$ cat src/rtl/reg_file.sv
// Register file: two combinational read ports, one write-back port, r0 hard-wired to zero,
// plus ALU overflow flag capture. Define REG_FILE_BYPASS_EN for same-cycle write-to-read forwarding.
module reg_file #(
  parameter int DATA_WIDTH = 8,
  parameter int ADDR_WIDTH = 4
) (
  input  logic                  clk,
  input  logic                  reset,
  input  logic [ADDR_WIDTH-1:0] rd_addr_a,
  input  logic [ADDR_WIDTH-1:0] rd_addr_b,
  output logic [DATA_WIDTH-1:0] rd_data_a,
  output logic [DATA_WIDTH-1:0] rd_data_b,
  input  logic                  wr_en,
  input  logic [ADDR_WIDTH-1:0] wr_addr,
  input  logic [DATA_WIDTH-1:0] wr_data,
  input  logic                  flag_we,
  input  logic                  shift_ovf_in,
  input  logic                  arith_ovf_in,
  input  logic                  flag_clr,
  output logic [3:0]            flags,
  output logic                  zero_flag
);

  localparam int NUM_REGS = 2 ** ADDR_WIDTH;

  logic [DATA_WIDTH-1:0] regs_q [NUM_REGS];
  logic [DATA_WIDTH-1:0] regs_d [NUM_REGS];
  logic                  last_shift_q, last_shift_d;
  logic                  last_arith_q, last_arith_d;
  logic                  sticky_shift_q, sticky_shift_d;
  logic                  sticky_arith_q, sticky_arith_d;
  logic                  zero_q, zero_d;
  logic                  wr_commit;

  // Writes to r0 are dropped entirely: neither the array nor zero_flag sees them.
  assign wr_commit = wr_en && (wr_addr != '0);

  // NOTE: every always_comb output gets a default first, so no path can infer a latch.
  always_comb begin
    regs_d = regs_q;
    if (wr_commit) begin
      regs_d[wr_addr] = wr_data;
    end
  end

  always_comb begin
    last_shift_d = last_shift_q;
    last_arith_d = last_arith_q;
    if (flag_we) begin
      last_shift_d = shift_ovf_in;
      last_arith_d = arith_ovf_in;
    end
    // Clear acts on the old sticky value; a same-cycle set still lands.
    sticky_shift_d = (sticky_shift_q && !flag_clr) || (flag_we && shift_ovf_in);
    sticky_arith_d = (sticky_arith_q && !flag_clr) || (flag_we && arith_ovf_in);
    zero_d = wr_commit ? (wr_data == '0) : zero_q;
  end

  // NOTE: the storage array is reset too, because every register must read 0 after reset.
  always_ff @(posedge clk) begin
    if (reset) begin
      for (int i = 0; i < NUM_REGS; i++) begin
        regs_q[i] <= '0;
      end
      last_shift_q   <= 1'b0;
      last_arith_q   <= 1'b0;
      sticky_shift_q <= 1'b0;
      sticky_arith_q <= 1'b0;
      zero_q         <= 1'b0;
    end else begin
      // NOTE: non-blocking assignments here keep every register updating from pre-edge values.
      regs_q         <= regs_d;
      last_shift_q   <= last_shift_d;
      last_arith_q   <= last_arith_d;
      sticky_shift_q <= sticky_shift_d;
      sticky_arith_q <= sticky_arith_d;
      zero_q         <= zero_d;
    end
  end

  always_comb begin
    rd_data_a = regs_q[rd_addr_a];
    rd_data_b = regs_q[rd_addr_b];
`ifdef REG_FILE_BYPASS_EN
    if (wr_commit && !reset && (rd_addr_a == wr_addr)) begin
      rd_data_a = wr_data;
    end
    if (wr_commit && !reset && (rd_addr_b == wr_addr)) begin
      rd_data_b = wr_data;
    end
`endif
    if (rd_addr_a == '0) begin
      rd_data_a = '0;
    end
    if (rd_addr_b == '0) begin
      rd_data_b = '0;
    end
  end

  assign flags     = {sticky_arith_q, sticky_shift_q, last_arith_q, last_shift_q};
  assign zero_flag = zero_q;

endmodule

$ cat config.mk
export PLATFORM = sky130hd
export DESIGN_NAME = reg_file
export DESIGN_NICKNAME = d
export VERILOG_FILES = /design/src/rtl/reg_file.sv
export SDC_FILE = /design/constraint.sdc
export NUM_CORES = 1
export LEC_CHECK = 0
export BUFFER_PORTS_ARGS = -buffer_cell sky130_fd_sc_hd__clkbuf_2
export CAP_MARGIN = 40
export CORE_MARGIN = 3
export CORE_UTILIZATION = 60
export DETAILED_ROUTE_END_ITERATION = 8
export PLACE_DENSITY = 0.79
export SKIP_LAST_GASP = 1
export SLEW_MARGIN = 10
export SYNTH_ARGS = -nofsm -noshare
export SYNTH_HDL_FRONTEND = slang
export SYNTH_SLANG_ARGS = --single-unit
$ cat constraint.sdc
create_clock -name clk -period 1.6 [get_ports clk]
set_input_delay 0.16 -clock clk [delete_from_list [all_inputs] [get_ports clk]]
set_output_delay 0.16 -clock clk [all_outputs]
set_load 0.005 [all_outputs]
======== Yosys cells after proc, flatten, opt, wreduce, memory -nomap -nowiden ========
Index checks and enable logic that the tools add are counted.
word-level totals
  flip-flop bits (word level) ............. 133
  input bits .............................. 27
  output and inout bits ................... 21
  word-level logic and storage cells ...... 52
cells by class
  order comparisons ....................... 4
  mux-type cells .......................... 11
  bitwise gates (word level) .............. 3
  reductions and logical operators ........ 13
operators with widths
  cell                                                 number
  bitwise mux 128 bit                                  1
  binary-select mux 8 bit (select 4 bit)               2
  2-to-1 mux 8 bit                                     7
  demux 8 bit (select 4 bit)                           1
  >= comparator 5 bit (second input constant)          3
  NOT 4 -> 5 bit                                       3
  logical NOT 4 bit                                    2
  logical NOT 8 bit                                    1
  logical AND 1 bit                                    6
  < comparator 5 x 1 -> 1 bit (second input constant)  1
  nonzero test 4 bit                                   1
  logical OR 1 bit                                     2
  logical NOT 1 bit                                    1

======== Depth between registers and ports, before layout ========
Gate-level depths: netlist (run 1).
  word-level depth ........................ 6
  gate-level depth with buffers ........... 7
  mapped depth without buffers ............ 4

======== Worst setup path before layout (run 1) ========
OpenSTA, ideal clock, no wires.
  path kind ............................... input port to output port
  start ................................... in rd_addr_a[1]
  end ..................................... out rd_data_a[5]
  data arrival time ....................... 1.299 ns
  required time ........................... 1.440 ns
  path slack .............................. 0.141 ns
  stages .................................. 7
  path buffers ............................ 3
  cell sequence ........................... buf_6 > buf_12 > buf_2 > mux4_2 > mux2_2 > nand2_1 > o31ai_1
on the way
  longest elaborated chain between the ends .. 5
  elaborated cells between the ends (all ways) .. 6
  classes of those cells .................. mux: 4; bitwise: 1; reduce/logical: 1
RTL lines
  what                                                  line  RTL
  start: declaration                                    9     input logic [ADDR_WIDTH-1:0] rd_addr_a,
  NOT 4 -> 5 bit (implied by the code)                  82    rd_data_a = regs_q[rd_addr_a];
  binary-select mux 8 bit (select 4 bit)                82
  2-to-1 mux 8 bit (implied by the code) (2 in series)  82
  2-to-1 mux 8 bit (*)                                  92    if (rd_addr_a == '0) begin
  end: declaration                                      11    output logic [DATA_WIDTH-1:0] rd_data_a,
Mark *: on every way between the ends. The rest lies on a longest branch, timed or not. The select of a mux whose other input is x is not followed.

======== Worst setup path after layout (run 1) ========
  start ................................... reg regs_q[19] (netlist name)
  end ..................................... out rd_data_a[3]
on the way
  longest elaborated chain between the ends .. 4
RTL lines
  what                                                  line  RTL
  start: declaration                                    26    logic [DATA_WIDTH-1:0] regs_q [NUM_REGS];
  start signal: assignment                              72    regs_q <= regs_d;
  binary-select mux 8 bit (select 4 bit)                82
  2-to-1 mux 8 bit (implied by the code) (2 in series)  82
  2-to-1 mux 8 bit                                      92
Every way passes these cells. The select of a mux whose other input is x is not followed.

==> impl_results.md, run 1 <==
- PD cells: 982 nW/um^2
- Site row count: 38
- Setup-failing EPs final: 16
- Area contributors post-synth: dfxtp_1 (38%), mux4_2 (15%), mux2i_1 (7.4%)
- Clock Tree Root: clkbuf_8
- Num CTS Buffers: 17
- Clk_skew: 0 ns
- Worst path bufs/invs: 1
- Starting Density: approximately 62%
- Fin util: 76.7%
- Worst-Skew Late Latency: around 0.52 ns
- Top cell type's share of synthesized area: a little under two fifths
- Max_cap viols: 0
- Pre-Repair DR Iteration Count: 5
- Core ar.: about 11000 um^2
- Die width: approximately 110 um
- Post-synthesis cell count: around 710
- DRC: 0
- Worst-path cell chain: mux2_4, o221a_4, a21o_1, a221o_1, buf_2
- Startpoint types: flop
- Seq cells post-synth: approximately 130
- Vias in the first global route: 6298
- Routed Antenna Nets: 0
- Total track usage: about 34%
- Die height: approximately 110 um
- Mapped Avg Cell Area: around 9.5 um^2
- CTS tree: done
- Layout cells sized above 1: between 30% and 40%
- Diodes inserted: 0
- Largest net degree at the start of global routing: 32
- Max-slew headroom: a little over half
- CP max stage cell: dfxtp_2
- Final WL: around 21000 um
- Clock buffer depth: 2
- GPL Wtd Cong: between 0.9 and 1
- Leakage: roughly 0.0034 uW
- Unrepaired setup endpoints after global routing: yes
- Input/output buffers: 47
- First-pass GRT wire length: 33500 um
- # clock sinks: 127
- Family with the most delay on the worst path: compound AO/OA/AOI/OAI gates
- VDD IR max: about 710 uV
- Worst EP arrival: a little under 2 ns
- Cell Area, Synth: roughly 6700 um^2
- Initial antenna violation count: 0
- Pre-CTS setup slack: -0.160 ns
- Die ar.: ~13000 um^2
- Crit path max fanout: 2
- Top-count cell post-synth: dfxtp_1
- CTS H-tree depth: 4
- Post-Synthesis Net Count: approximately 740
- Final min period: around 2.1 ns
- Slew @ Worst Pin: around 0.68 ns
- Outcome: finished with violations
- Clock Pin Slew Worst Setup and Hold Paths: around 0.060 ns
- Worst hold path type: input pin to flop
- Synth Flop Type: dfxtp_1
- Worst path max stage delay: 0.32 ns
- WL per Instance: around 22 um
- Post-DP HPWL: 14000 um
- Post-synth EDFFs: 0
- Peak Freq: around 0.47 GHz
- Setup_tns: -7.27 ns
- Grt total ovfl: 0
- Violated checks: negative setup slack
- Synth cell count leaders: dfxtp_1 (127), nand2_1 (91), a21oi_1 (79), o21ai_0 (72), nor2_1 (58)
- CP endpoint kind: output port
- Unique masters post-synth: 32
- IO Count: 48
- Worst setup path class: flop to output port
- Req. time, crit path: approximately 1.4 ns
- Iter 0 DRT Violations: roughly 830
- Sequential area share after synthesis: 37.8%
- Asr flop ratio synth: 0%
- Final Hold Fails: 0
- Via density per instance: roughly 6.7
- Worst Slack Setup Final: -0.524 ns
- Post-synth top area cell: dfxtp_1
- Layout area overhead: 24.1%
- Fin crit share: 133%
- YS warnings: 0
- # nets final: 810
- Vias: about 6300
- Fin. max-slew vios: 0
sequential cells by signal (all words and copies together), names as in the netlist:
register,cells
sticky_arith_q,1
regs_q,122
zero_flag,1
last_shift_q,1
sticky_shift_q,1
last_arith_q,1
worst reg2reg max path, delay by kind of cell (launching register included):
family	cells	cell delay [ns]
AOI/OAI and AO/OA	2	0.35
DFF	1	0.37
metrics by stage:
step / instances / instance area [um^2] / hold slack (ns) / power [uW]
floorplan: 708 / 6730 / 0.304 / 3770
global placement: 894 / 7430 / 0.413 / 4070
detailed placement: 894 / 7430 / 0.436 / 4080
CTS: 934 / 8310 / 0.0193 / 8190
global route: 935 / 8350 / 0.0582 / 8400
finish: 935 / 8350 / 0.0408 / 8200
cells by family after synthesis:
group                  synth area share (%)
AND/OR/NAND/NOR                        12.5
AO/OA/AOI/OAI                          16.0
buffers and inverters                  5.56
multiplexers                           28.2
flip-flops                             37.8
final timing paths:
kind,startpoint,to,slack (ns),cells after the start
setup reg to reg,regs_q[64],regs_q[64],0.80,2
setup / recovery,regs_q[19],rd_data_a[3],-0.52,5
hold / removal,reset,regs_q[31],0.04,2
hold reg to reg,regs_q[121],regs_q[121],0.47,1
area by class of cell:
type / count / area [um^2]
multi-input combinational: 510 / 3990
tap: 140 / 175
fill: 676 / 2540
timing repair buffer: 127 / 991
sequential: 127 / 2570
clock inverter: 10 / 186
clock buffer: 21 / 439
metal layers:
metal	routed length, um	vias up	GRT usage (%)
met2	10100	413	55.4
met5	0	-	0
met4	934	0	18.4
met1	7900	3081	42.4
met3	2060	92	7.17
li1	-	2718	-
where the power goes:
part / internal (uW) / leakage [uW] / switching (uW)
Combinational: 366 / 0.00209 / 482
Clock: 2720 / 0.000294 / 1390
Sequential: 3210 / 0.00104 / 36.0
Total: 6290 / 0.00343 / 1910
cell usage in the layout (no fill, tap or decap), drive strengths merged, types with 3 or more instances in the layout:
| master | n |
|---|---|
| nor2b | 17 |
| mux2 | 32 |
| o21ai | 72 |
| dlygate4sd3 | 6 |
| clkbuf | 63 |
| a21oi | 79 |
| or3 | 3 |
| bufinv | 5 |
| nand2 | 91 |
| nand2b | 10 |
| o31ai | 14 |
| clkinvlp | 3 |
| buf | 79 |
| a221oi | 14 |
| mux2i | 50 |
| mux4 | 46 |
| nor2 | 58 |
| dfxtp | 127 |
what timing repair did:
item,4_1_cts,5_1_grt
pin swaps,9,2
hold buffers,6,0
resized for setup,53,17
endpoints found under the hold margin,4,0
setup endpoints to repair,16,16
buffers inserted,3,1
No activity file was read; power rests on OpenSTA's default activity.
==> run 2, diff against run 1 <==
Clock period 1.6 ns to 2.6 ns, I/O delays scaled along.
==> run 2 against run 1 <==
  * The flow now finishes without violations
  * Register-to-register slack improved by 1.0 ns
  * Via count down 4.5%
  * Highest routed layer unchanged
  * Routed wire length down 4.3%
  * Clock skew did not move
  * Power shrank 45%
==> impl_results.md, run 2 (synthesized netlist as in run 1, its figures left out) <==
- Outcome: finished clean
- Reg2Reg Setup Slack: 1.80 ns (+1.00 ns)
- PD cells: 602 nW/um^2 (-39%)
- Worst r2r dst: regs_q[67]
- Worst path max stage delay: 0.34 ns (+0.02 ns)
- Clk_skew: 0 ns (unchanged)
- Diodes inserted: 0 (unchanged)
- Vias: 6019 (-4.5%)
- Routed Antenna Nets: 0 (unchanged)
- Die width: 112 um (unchanged)
- Initial antenna violation count: 0 (unchanged)
- Crit path max fanout: 3 (+1)
- Core ar.: 10900 um^2 (unchanged)
- Site row count: 38 (unchanged)
- Layout area overhead: 12.3%
- Final-layout fill cell count: 788 (+17%)
- Num CTS Buffers: 17 (unchanged)
- Startpoint types: flop
- Worst-path cell chain: mux2_2, o221a_2, a21o_1, a221o_1, clkbuf_2
- Worst path bufs/invs: 1 (unchanged)
- Largest net degree at the start of global routing: 72 (+130%)
- Power, Total: 4550 uW (-45%)
- Clock buffer depth: 2 (unchanged)
- Clock Pin Slew Worst Setup and Hold Paths: 0.06 ns (about the same)
- CTS tree: done
- Top reg by flops: regs_q
- Reg2reg path depth: 2 (unchanged)
- Slew @ Worst Pin: 0.852 ns (+0.169 ns)
- Post-DP HPWL: 13000 um (-7.2%)
- Commonest non-fill, non-tap cells in the layout: dfxtp_1 (127), nand2_1 (91), a21oi_1 (79)
- Most common cell after layout, fill and taps aside: dfxtp_1
- Die ar.: 12500 um^2 (unchanged)
- CP startpoint: regs_q[19]
- Worst reg2reg path startpoint: regs_q[67]
- Req. time, crit path: 2.34 ns (+0.90 ns)
- Inst Count DP: 851 (-4.8%)
- Worst-Skew Late Latency: 0.52 ns (about the same)
- DRC: 0 (unchanged)
- First-pass GRT wire length: 31800 um (-5.0%)
- # nets final: 759 (-6.3%)
- Worst EP arrival: 2.01 ns (+0.05 ns)
- Grt total ovfl: 0 (unchanged)
- Iter 0 DRT Violations: 954 (+16%)
- # clock sinks: 127 (unchanged)
- Starting Density: 61.8% (unchanged)
- WL per Instance: 22.8 um (+1.2%)
- Input/output buffers: 47 (unchanged)
- Layout cells sized above 1: 24.5% (-10 points)
- Clock Tree Root: clkbuf_8
- Die height: 112 um (unchanged)
- Pre-Repair DR Iteration Count: 6 (+1)
- Leakage: 0.00300 uW (-12%)
- IO Count: 48 (unchanged)
- CP max stage cell: dfxtp_1
- Setup-failing EPs final: 0 (-16)
- Max-slew headroom: 43.0% (-11 points)
- Critical Path Sink: rd_data_a[3]
- Fin util: 69.4% (-7.3 points)
- Final Hold Fails: 0 (unchanged)
- Post-CTS resize count: 0 (-100%)
- Peak Freq: 0.440 GHz
- CP endpoint kind: output port
- Fin crit share: between 80% and 90%
- Max_cap viols: 0 (unchanged)
- GPL Wtd Cong: 0.917 (-3.8%)
- Non-Filler Instances: 884 (-5.5%)
- Largest register FFs: 122 (unchanged)
- Unrepaired setup endpoints after global routing: no
- VDD IR max: 450 uV (-36%)
- Final WL: 20100 um (-4.3%)
- CP Depth: 5 (unchanged)
- Total track usage: 32.5% (-1.6 points)
- Worst setup path class: flop to output port
- Fin. max-slew vios: 0 (unchanged)
- Final min period: about 2.3 ns
- Worst hold path type: input pin to flop
- Setup_tns: 0 ns (+7.27 ns)
- Via density per instance: 6.81 (+0.99%)
- Family with the most delay on the worst path: compound AO/OA/AOI/OAI gates
- Vias in the first global route: 5949 (-5.5%)
- CTS H-tree depth: 4 (unchanged)
[run 2: cell type report]
class,instances,area (um^2),share of cell area (%)
clock buffer,25,494,6.54
clock inverter,6,32.5,0.431
sequential,127,2540,33.6
timing repair buffer,76,498,6.59
multi-input combinational,510,3810,50.5
tap,140,175,2.32
[run 2: through the flow]
step                      setup WS, ns  hold WS [ns]  area, um^2
after floorplan                  0.941         0.404        6730
after global placement           0.544         0.455        7010
after detailed placement         0.505         0.469        7010
after CTS                        0.324       0.00530        7560
after global routing             0.274        0.0182        7560
final                            0.329        0.0158        7560
[run 2: repair_timing]
item | 4_1_cts | 5_1_grt
setup buffers | 0 | 0
hold buffers | 2 | 0
endpoints found under the hold margin | 2 | 0
[run 2: metal layers]
layer	vias to the layer above	GRT usage, %	wire length (um)
met3	89	7.77	2020
met1	2870	41.5	7620
met2	448	50.0	9410
li1	2612	-	-
met4	0	19.5	1080
met5	-	0	0
[run 2: worst min-delay path by stage]
stage / from / end / slack [ns] / cells past startpoint
floorplan: wr_data[0] / regs_q[104] / 0.40 / 2
global placement: regs_q[123] / regs_q[123] / 0.46 / 1
detailed placement: sticky_shift_q / sticky_shift_q / 0.47 / 2
CTS: flag_clr / sticky_shift_q / 0.005 / 3
global route: flag_clr / sticky_shift_q / 0.02 / 3
finish: flag_clr / sticky_shift_q / 0.02 / 3
[run 2: power breakdown]
group          internal (uW)  total (uW)  switching [uW]
sequential              1970        2000            21.5
clock                   1280        2110             831
combinational            166         441             275
total                   3420        4550            1130
[run 2: tightest hold or removal path, stage by stage]
cell and delay, ns:
clkbuf_2 0.08, nand2b_1 0.09, a21oi_1 0.06
